[src/rtl/vga_multi_circle_ctrl_pkg.sv]
// Shared constants, pixel colour type and squaring helper for the multi-circle VGA controller.
package vga_multi_circle_ctrl_pkg;
  localparam int DEF_H_ACTIVE = 640;
  localparam int DEF_H_FP     = 16;
  localparam int DEF_H_SYNC   = 96;
  localparam int DEF_H_BP     = 48;
  localparam int DEF_V_ACTIVE = 480;
  localparam int DEF_V_FP     = 10;
  localparam int DEF_V_SYNC   = 2;
  localparam int DEF_V_BP     = 33;
  localparam int RGB_W        = 24;
  localparam int CNT_W        = 10;

  typedef struct packed {
    logic [7:0] r;
    logic [7:0] g;
    logic [7:0] b;
  } rgb_t;

  // 11-bit signed square; the magnitude never exceeds 1024, so 22 bits always hold it
  function automatic logic [21:0] sq11(input logic signed [10:0] v);
    logic signed [21:0] w;
    w = {{11{v[10]}}, v};
    return $unsigned(w * w);
  endfunction
endpackage

[src/rtl/vga_multi_circle_ctrl_if.sv]
// Circle position inputs from the game logic and VGA DAC outputs, bundled as one bus.
interface vga_multi_circle_ctrl_if #(parameter int N_CIRCLES = 2);
  logic [N_CIRCLES*9-1:0]  circle_row;
  logic [N_CIRCLES*10-1:0] circle_col;
  logic [N_CIRCLES-1:0]    circle_en;
  logic [N_CIRCLES*24-1:0] circle_rgb;
  logic                    clk25;
  logic                    Hsync;
  logic                    Vsync;
  logic                    syncVGA;
  logic                    blankVGA;
  logic [7:0]              R;
  logic [7:0]              G;
  logic [7:0]              B;
  logic                    frame_start;

  modport master (
    output circle_row, circle_col, circle_en, circle_rgb,
    input  clk25, Hsync, Vsync, syncVGA, blankVGA, R, G, B, frame_start
  );
  modport slave (
    input  circle_row, circle_col, circle_en, circle_rgb,
    output clk25, Hsync, Vsync, syncVGA, blankVGA, R, G, B, frame_start
  );
endinterface

[src/rtl/vga_multi_circle_ctrl_timing_gen.sv]
// Pixel-enable divider plus raster counters; sync/active are raw (undelayed) decodes.
module vga_timing_gen
  import vga_multi_circle_ctrl_pkg::*;
#(
  parameter int H_ACTIVE = DEF_H_ACTIVE,
  parameter int H_FP     = DEF_H_FP,
  parameter int H_SYNC   = DEF_H_SYNC,
  parameter int H_BP     = DEF_H_BP,
  parameter int V_ACTIVE = DEF_V_ACTIVE,
  parameter int V_FP     = DEF_V_FP,
  parameter int V_SYNC   = DEF_V_SYNC,
  parameter int V_BP     = DEF_V_BP
) (
  input  logic             clk_i,
  input  logic             rst_i,
  output logic             pix_en_o,
  output logic [CNT_W-1:0] h_cnt_o,
  output logic [CNT_W-1:0] v_cnt_o,
  output logic             hs_o,
  output logic             vs_o,
  output logic             active_o,
  output logic             eof_o
);
  localparam logic [CNT_W-1:0] H_LAST = CNT_W'(H_ACTIVE + H_FP + H_SYNC + H_BP - 1);
  localparam logic [CNT_W-1:0] V_LAST = CNT_W'(V_ACTIVE + V_FP + V_SYNC + V_BP - 1);
  localparam logic [CNT_W-1:0] HS_BEG = CNT_W'(H_ACTIVE + H_FP);
  localparam logic [CNT_W-1:0] HS_END = CNT_W'(H_ACTIVE + H_FP + H_SYNC);
  localparam logic [CNT_W-1:0] VS_BEG = CNT_W'(V_ACTIVE + V_FP);
  localparam logic [CNT_W-1:0] VS_END = CNT_W'(V_ACTIVE + V_FP + V_SYNC);
  localparam logic [CNT_W-1:0] H_ACT  = CNT_W'(H_ACTIVE);
  localparam logic [CNT_W-1:0] V_ACT  = CNT_W'(V_ACTIVE);

  logic             pix_q;
  logic [CNT_W-1:0] h_q, h_d, v_q, v_d;

  always_comb begin
    h_d = (h_q == H_LAST) ? '0 : h_q + 1'b1;
    v_d = v_q;
    if (h_q == H_LAST) v_d = (v_q == V_LAST) ? '0 : v_q + 1'b1;
  end

  always_ff @(posedge clk_i) begin
    if (rst_i) begin
      pix_q <= 1'b0;
      h_q   <= '0;
      v_q   <= '0;
    end else begin
      pix_q <= ~pix_q;
      if (pix_q) begin
        h_q <= h_d;
        v_q <= v_d;
      end
    end
  end

  assign pix_en_o = pix_q;
  assign h_cnt_o  = h_q;
  assign v_cnt_o  = v_q;
  assign hs_o     = !((h_q >= HS_BEG) && (h_q < HS_END));
  assign vs_o     = !((v_q >= VS_BEG) && (v_q < VS_END));
  assign active_o = (h_q < H_ACT) && (v_q < V_ACT);
  assign eof_o    = pix_q && (h_q == H_LAST) && (v_q == V_LAST);
endmodule

[src/rtl/vga_multi_circle_ctrl.sv]
// N filled circles over a background; positions are latched once per frame so moves never tear.
module vga_multi_circle_ctrl
  import vga_multi_circle_ctrl_pkg::*;
#(
  parameter int              H_ACTIVE  = DEF_H_ACTIVE,
  parameter int              H_FP      = DEF_H_FP,
  parameter int              H_SYNC    = DEF_H_SYNC,
  parameter int              H_BP      = DEF_H_BP,
  parameter int              V_ACTIVE  = DEF_V_ACTIVE,
  parameter int              V_FP      = DEF_V_FP,
  parameter int              V_SYNC    = DEF_V_SYNC,
  parameter int              V_BP      = DEF_V_BP,
  parameter int              N_CIRCLES = 2,
  parameter int              RADIUS    = 20,
  parameter logic [RGB_W-1:0] BG_RGB   = 24'h000000
) (
  input  logic                      clk50,
  input  logic                      rst,
  vga_multi_circle_ctrl_if.slave    bus
);
  localparam logic [22:0] R2 = 23'(RADIUS * RADIUS);

  logic             pix_en, hs_raw, vs_raw, act_raw, eof;
  logic [CNT_W-1:0] h_cnt, v_cnt;

  vga_timing_gen #(
    .H_ACTIVE(H_ACTIVE), .H_FP(H_FP), .H_SYNC(H_SYNC), .H_BP(H_BP),
    .V_ACTIVE(V_ACTIVE), .V_FP(V_FP), .V_SYNC(V_SYNC), .V_BP(V_BP)
  ) u_timing (
    .clk_i   (clk50),
    .rst_i   (rst),
    .pix_en_o(pix_en),
    .h_cnt_o (h_cnt),
    .v_cnt_o (v_cnt),
    .hs_o    (hs_raw),
    .vs_o    (vs_raw),
    .active_o(act_raw),
    .eof_o   (eof)
  );

  logic [N_CIRCLES-1:0][8:0] row_sh_q;
  logic [N_CIRCLES-1:0][9:0] col_sh_q;
  logic [N_CIRCLES-1:0]      en_sh_q;
  rgb_t [N_CIRCLES-1:0]      rgb_sh_q;
  logic                      fs_q;

  // Shadows change only on the last pixel of a frame, which is never visible
  always_ff @(posedge clk50) begin
    if (rst) begin
      row_sh_q <= '0;
      col_sh_q <= '0;
      en_sh_q  <= '0;
      rgb_sh_q <= '0;
      fs_q     <= 1'b0;
    end else begin
      fs_q <= eof;
      if (eof) begin
        row_sh_q <= bus.circle_row;
        col_sh_q <= bus.circle_col;
        en_sh_q  <= bus.circle_en;
        rgb_sh_q <= bus.circle_rgb;
      end
    end
  end

  logic [N_CIRCLES-1:0] hit;

  for (genvar i = 0; i < N_CIRCLES; i++) begin : g_circle
    logic signed [10:0] dx_q, dy_q;
    logic               en_q;
    logic [22:0]        dist_sq;

    always_ff @(posedge clk50) begin
      if (rst) begin
        dx_q <= '0;
        dy_q <= '0;
        en_q <= 1'b0;
      end else if (pix_en) begin
        dx_q <= {1'b0, h_cnt} - {1'b0, col_sh_q[i]};
        dy_q <= {1'b0, v_cnt} - {2'b0, row_sh_q[i]};
        en_q <= en_sh_q[i];
      end
    end

    assign dist_sq = {1'b0, sq11(dx_q)} + {1'b0, sq11(dy_q)};
    assign hit[i]  = en_q && (dist_sq <= R2);
  end

  logic hs_s1_q, vs_s1_q, act_s1_q, hs_q, vs_q, blank_q;
  rgb_t pix_d, rgb_d, rgb_q;

  // Walk from the highest index down so the lowest-index hit is the last writer
  always_comb begin
    pix_d = rgb_t'(BG_RGB);
    for (int i = N_CIRCLES - 1; i >= 0; i--) begin
      if (hit[i]) pix_d = rgb_sh_q[i];
    end
    rgb_d = act_s1_q ? pix_d : '0;
  end

  always_ff @(posedge clk50) begin
    if (rst) begin
      hs_s1_q  <= 1'b1;
      vs_s1_q  <= 1'b1;
      act_s1_q <= 1'b0;
      hs_q     <= 1'b1;
      vs_q     <= 1'b1;
      blank_q  <= 1'b0;
      rgb_q    <= '0;
    end else if (pix_en) begin
      hs_s1_q  <= hs_raw;
      vs_s1_q  <= vs_raw;
      act_s1_q <= act_raw;
      hs_q     <= hs_s1_q;
      vs_q     <= vs_s1_q;
      blank_q  <= act_s1_q;
      rgb_q    <= rgb_d;
    end
  end

  assign bus.clk25       = pix_en;
  assign bus.Hsync       = hs_q;
  assign bus.Vsync       = vs_q;
  assign bus.syncVGA     = 1'b0;
  assign bus.blankVGA    = blank_q;
  assign bus.R           = rgb_q.r;
  assign bus.G           = rgb_q.g;
  assign bus.B           = rgb_q.b;
  assign bus.frame_start = fs_q;
endmodule

[src/flat_wrapper.sv]
// flat-port wrapper written by rule: the top's interface ports become plain ports
module vga_multi_circle_ctrl_flat import vga_multi_circle_ctrl_pkg::*;
#(
  parameter int              H_ACTIVE  = DEF_H_ACTIVE,
  parameter int              H_FP      = DEF_H_FP,
  parameter int              H_SYNC    = DEF_H_SYNC,
  parameter int              H_BP      = DEF_H_BP,
  parameter int              V_ACTIVE  = DEF_V_ACTIVE,
  parameter int              V_FP      = DEF_V_FP,
  parameter int              V_SYNC    = DEF_V_SYNC,
  parameter int              V_BP      = DEF_V_BP,
  parameter int              N_CIRCLES = 2,
  parameter int              RADIUS    = 20,
  parameter logic [RGB_W-1:0] BG_RGB   = 24'h000000
)
  (clk50, rst, bus_circle_row, bus_circle_col, bus_circle_en, bus_circle_rgb, bus_clk25, bus_Hsync, bus_Vsync, bus_syncVGA, bus_blankVGA, bus_R, bus_G, bus_B, bus_frame_start);
  vga_multi_circle_ctrl_if #(.N_CIRCLES(N_CIRCLES)) bus_i ();
  input  logic clk50;
  input  logic rst;
  input wire logic [$bits(bus_i.circle_row)-1:0] bus_circle_row;
  input wire logic [$bits(bus_i.circle_col)-1:0] bus_circle_col;
  input wire logic [$bits(bus_i.circle_en)-1:0] bus_circle_en;
  input wire logic [$bits(bus_i.circle_rgb)-1:0] bus_circle_rgb;
  output wire logic [$bits(bus_i.clk25)-1:0] bus_clk25;
  output wire logic [$bits(bus_i.Hsync)-1:0] bus_Hsync;
  output wire logic [$bits(bus_i.Vsync)-1:0] bus_Vsync;
  output wire logic [$bits(bus_i.syncVGA)-1:0] bus_syncVGA;
  output wire logic [$bits(bus_i.blankVGA)-1:0] bus_blankVGA;
  output wire logic [$bits(bus_i.R)-1:0] bus_R;
  output wire logic [$bits(bus_i.G)-1:0] bus_G;
  output wire logic [$bits(bus_i.B)-1:0] bus_B;
  output wire logic [$bits(bus_i.frame_start)-1:0] bus_frame_start;
  assign bus_i.circle_row = bus_circle_row;
  assign bus_i.circle_col = bus_circle_col;
  assign bus_i.circle_en = bus_circle_en;
  assign bus_i.circle_rgb = bus_circle_rgb;
  assign bus_clk25 = bus_i.clk25;
  assign bus_Hsync = bus_i.Hsync;
  assign bus_Vsync = bus_i.Vsync;
  assign bus_syncVGA = bus_i.syncVGA;
  assign bus_blankVGA = bus_i.blankVGA;
  assign bus_R = bus_i.R;
  assign bus_G = bus_i.G;
  assign bus_B = bus_i.B;
  assign bus_frame_start = bus_i.frame_start;
  vga_multi_circle_ctrl #(.H_ACTIVE(H_ACTIVE), .H_FP(H_FP), .H_SYNC(H_SYNC), .H_BP(H_BP), .V_ACTIVE(V_ACTIVE), .V_FP(V_FP), .V_SYNC(V_SYNC), .V_BP(V_BP), .N_CIRCLES(N_CIRCLES), .RADIUS(RADIUS), .BG_RGB(BG_RGB)) u_core (.clk50(clk50), .rst(rst), .bus(bus_i));
endmodule
[config.mk]
export PLATFORM = sky130hd
export DESIGN_NAME = vga_multi_circle_ctrl_flat
export DESIGN_NICKNAME = d
export VERILOG_FILES = /design/src/rtl/vga_multi_circle_ctrl_pkg.sv /design/src/rtl/vga_multi_circle_ctrl_if.sv /design/src/rtl/vga_multi_circle_ctrl_timing_gen.sv /design/src/rtl/vga_multi_circle_ctrl.sv /design/src/flat_wrapper.sv
export SDC_FILE = /design/constraint.sdc
export NUM_CORES = 1
export LEC_CHECK = 0
export ABC_AREA = 0
export CELL_PAD_IN_SITES_DETAIL_PLACEMENT = 2
export CELL_PAD_IN_SITES_GLOBAL_PLACEMENT = 2
export CORE_ASPECT_RATIO = 0.75
export CORE_MARGIN = 2
export CORE_UTILIZATION = 40
export CTS_CLUSTER_SIZE = 28
export DETAILED_ROUTE_END_ITERATION = 10
export GPL_TIMING_DRIVEN = 0
export PLACE_DENSITY_LB_ADDON = 0.25
export SYNTH_ARGS = -nofsm -noshare
export SYNTH_HDL_FRONTEND = slang
export SYNTH_HIERARCHICAL = 1
export SYNTH_SLANG_ARGS = --single-unit
[constraint.sdc]
create_clock -name clk50 -period 9 [get_ports clk50]
set_input_delay 0.9 -clock clk50 [delete_from_list [all_inputs] [get_ports clk50]]
set_output_delay 0.9 -clock clk50 [all_outputs]
set_load 0.05 [all_outputs]
==> metrics.cfg <==
[power_and_ir_drop]
p_leak_nw=14.6
power.share.sequential_pct=45.3
swShare_pct=30.6
clkPwrFrac_pct=43.1
switching_power_mw=0.569
p_int_mw=1.29
vdd_drop_max_uv=116
p_comb_share_pct=11.5
powerDensity_nw_per_um2=59.6

[placement]
place_ws_ns=-1.27
hpwl_um=84100
place_congestion=0.901
numPortBuffers=118
postPlaceCellArea_um2=30300

[final_layout]
layout.nets=4123
drive_above_1_share_pct=4.52
synthToLayoutAreaGrowth_pct=11.8
stdcell_area_um2=31300

[timing]
slew_viol_final=0
max-slew-margin-rel_pct=15.3
hold_viol=0
hold_slack_ns=0.469
fin_ws_ns=0.260
fin_crit_sh_pct=97.1
setup-violations-final=0
tns_ns=0
fin_crit_ns=8.74
finClkSkew_ns=0.0183
fmax_mhz=114
worst_pin_slew_ns=1.27

[floorplan]
fp.coreArea_um2=68900
rows=83
die_y_um=233
io_pins=120
initial_utilization_pct=40.6
die_width_um=309
die_area_um2=72100

[critical_path]
critPathMaxStageDelay_ns=0.55
cpMaxStageDelayCell=fa_1
cp-start-kind=flip-flop
worst-path-buf-inv=7
path_class=reg -> reg
critPathTopFamily=adder cells
critPathMaxFanout=10
arrival_ns=9.13
crit_required_ns=9.39
cp-end-kind=flip-flop
worst_path_most_repeated_cell=fa_1

[cts]
clockBufferDepth=2
cts_tree=yes
ctsHtreeMaxLevel=4
root_buffer=clkbuf_16
clkTransAtPathRegs_ns=0.09
worstSkewPairLatency_ns=0.47
clock_sinks=186
numCtsBuffers=17
cts_hold_buf=0

[global_route]
grt-busiest-layer=met2
use_met1_pct=39.0
grt_max_degree=22
grt_use_met3_pct=3.81
grt_first_pass_wirelength_um=155000
grt_use_met2_pct=48.0
grt_pass1_vias=26569
track_usage_pct=28.2
gr-total-overflow=0
antenna_found_initial=7

[synth]
yosys.cell_types.count=86
syn_area_per_cell_um2=8.70
seq_area_frac_synth_pct=13.3
ys_ff_latch=186
synth_flop_cell=dfxtp_1
postSynthCellCount=3215
yosysWarnings=6
async_flop_share_pct=0
syn-num-nets=3989
syn_area_um2=28000
synth_edf_count=0

[drt]
wl_per_cell_um=23.1
wirelength_um=99200
vias=22829
via_per_inst=5.31
ant_nets=0
first_pass_iters=5
drc_errors=0
drtIter0Drc=1187

[hold_path]
hp-class=reg -> reg

[outcome]
status=completed

[run]
drv_cap=0

==> worst min-delay path, delay by kind of cell, from the launching register on <==
family,cells,cell delay [ns]
buffers and inverters,1,0.05
AOI/OAI and AO/OA,1,0.06
DFF,1,0.32
==> worst paths after layout <==
| path | startpoint | to | slack, ns | cells after the start |
|---|---|---|---|---|
| setup / recovery | u_core/g_circle[1].dy_q[3]$_SDFFE_PP0P_ | u_core/bus.G[5]$_SDFFE_PP0P_ | 0.26 | 31 |
| setup reg to reg | u_core/g_circle[1].dy_q[3]$_SDFFE_PP0P_ | u_core/bus.G[5]$_SDFFE_PP0P_ | 0.26 | 31 |
| hold reg to reg | u_core/rgb_sh_q[40]$_SDFFE_PP0P_ | u_core/bus.R[0]$_SDFFE_PP0P_ | 0.47 | 2 |
| hold / removal | u_core/rgb_sh_q[40]$_SDFFE_PP0P_ | u_core/bus.R[0]$_SDFFE_PP0P_ | 0.47 | 2 |
==> flip-flops by register name (all words and copies together), names as in the netlist <==
register	count
u_core/bus.Vsync	1
u_core/rgb_sh_q	48
u_core/u_timing/pix_en_o	1
u_core/u_timing/h_cnt_o	10
u_core/g_circle.en_q	2
u_core/bus.Hsync	1
u_core/row_sh_q	18
u_core/u_timing/v_cnt_o	10
u_core/bus.G	8
u_core/act_s1_q	1
u_core/bus.B	8
u_core/bus.R	8
u_core/vs_s1_q	1
u_core/g_circle.dy_q	22
u_core/hs_s1_q	1
u_core/en_sh_q	2
u_core/bus.blankVGA	1
u_core/col_sh_q	20
u_core/bus.frame_start	1
u_core/g_circle.dx_q	22
==> cell usage in the layout (no fill, tap or decap), types with 12 or more instances in the layout <==
master / netlist / routed
a211oi_1: 14 / 12
a21o_1: 27 / 27
a21oi_1: 107 / 104
a41oi_1: 27 / 27
and2_1: 121 / 121
buf_1: 14 / 14
buf_4: 2 / 12
clkbuf_1: 85 / 40
clkbuf_16: 0 / 17
clkbuf_2: 0 / 19
clkdlybuf4s50_1: 0 / 118
dfxtp_1: 186 / 173
dfxtp_2: 0 / 13
fa_1: 424 / 423
ha_1: 260 / 258
inv_1: 733 / 731
mux2i_1: 103 / 103
nand2_1: 179 / 179
nand2b_1: 22 / 22
nand3_1: 37 / 37
nand4_1: 13 / 13
nor2_1: 242 / 239
nor2b_1: 66 / 66
nor3_1: 56 / 54
nor3b_1: 15 / 14
o21a_1: 14 / 14
o21ai_0: 71 / 71
o21ai_1: 32 / 32
or3_1: 20 / 20
xnor2_1: 107 / 104
xor2_1: 30 / 30
==> what timing repair did <==
| item | CTS | global route |
|---|---|---|
| pin swaps | 3 | 7 |
| setup endpoints to repair | 24 | 24 |
| resized for setup | 47 | 69 |
| buffers inserted | 5 | 4 |
==> final cells by class <==
type / instances / area, um2
fillers: 7608 / 37600
multi-input cells: 2183 / 21200
flip-flops and latches: 186 / 3740
inverters: 734 / 2760
repair buffers: 127 / 1260
well taps: 935 / 1170
plain buffers: 100 / 500
clock buffers: 17 / 425
clock inverters: 15 / 195
diodes: 2 / 5.00
==> Yosys cell counts (7+ instances only) <==
master | count | area (um2)
inv_1 | 733 | 2750
fa_1 | 424 | 8490
ha_1 | 260 | 3250
nor2_1 | 242 | 908
dfxtp_1 | 186 | 3720
nand2_1 | 179 | 672
and2_1 | 121 | 757
a21oi_1 | 107 | 536
xnor2_1 | 107 | 937
mux2i_1 | 103 | 1030
clkbuf_1 | 85 | 319
o21ai_0 | 71 | 355
nor2b_1 | 66 | 413
nor3_1 | 56 | 280
nand3_1 | 37 | 185
o21ai_1 | 32 | 160
xor2_1 | 30 | 263
a21o_1 | 27 | 203
a41oi_1 | 27 | 236
nand2b_1 | 22 | 138
or3_1 | 20 | 125
nor3b_1 | 15 | 113
a211oi_1 | 14 | 105
buf_1 | 14 | 52.6
o21a_1 | 14 | 105
nand4_1 | 13 | 81.3
a211o_1 | 10 | 87.6
a21boi_0 | 10 | 75.1
and3_1 | 10 | 62.6
a31oi_1 | 9 | 56.3
nor4_1 | 9 | 56.3
o31ai_1 | 9 | 67.6
a22o_1 | 7 | 61.3
buf_2 | 7 | 35.0
o2111ai_1 | 7 | 61.3
o211ai_1 | 7 | 52.6
o22ai_1 | 7 | 43.8
==> cells by family (layout without fill, tap and decap cells) <==
group                      count (synthesis)  count (layout)  synth area share [%]
adders and majority gates                684             684                  42.0
buffers and inverters                    846             993                  11.5
other                                      1               3                0.0134
AOI/OAI and AO/OA                        423             423                  10.2
xor gates and xnor gates                 137             137                  4.29
and+or+nand+nor                          832             832                  14.9
DFF                                      186             186                  13.3
muxes                                    106             106                  3.81
==> per-stage QoR <==
stage / util [%] / cells / power [mW]
3_3_place_gp: 44.0 / 4268 / 1.06
5_1_grt: 45.4 / 4297 / 1.93
2_1_floorplan: - / 3215 / 0.953
6_report: 45.4 / 4299 / 1.86
4_1_cts: 45.2 / 4300 / 1.87
3_5_place_dp: 44.0 / 4268 / 1.07
==> power groups by stage <==
stage / combinational, mW / clock (mW) / sequential (mW)
after floorplan: 0.0951 / 0 / 0.857
after global placement: 0.203 / 0 / 0.859
after detailed placement: 0.212 / 0 / 0.860
after CTS: 0.216 / 0.815 / 0.840
after global routing: 0.229 / 0.853 / 0.845
final: 0.215 / 0.803 / 0.844
==> routing by layer <==
layer  part of all wire (%)  vias to the layer above
li1                       -                    10409
met4                    1.2                        4
met2                     48                      434
met1                     47                    11913
met3                    4.5                       69
met5                  0.024                        -
No activity file was read; power rests on OpenSTA's default activity.
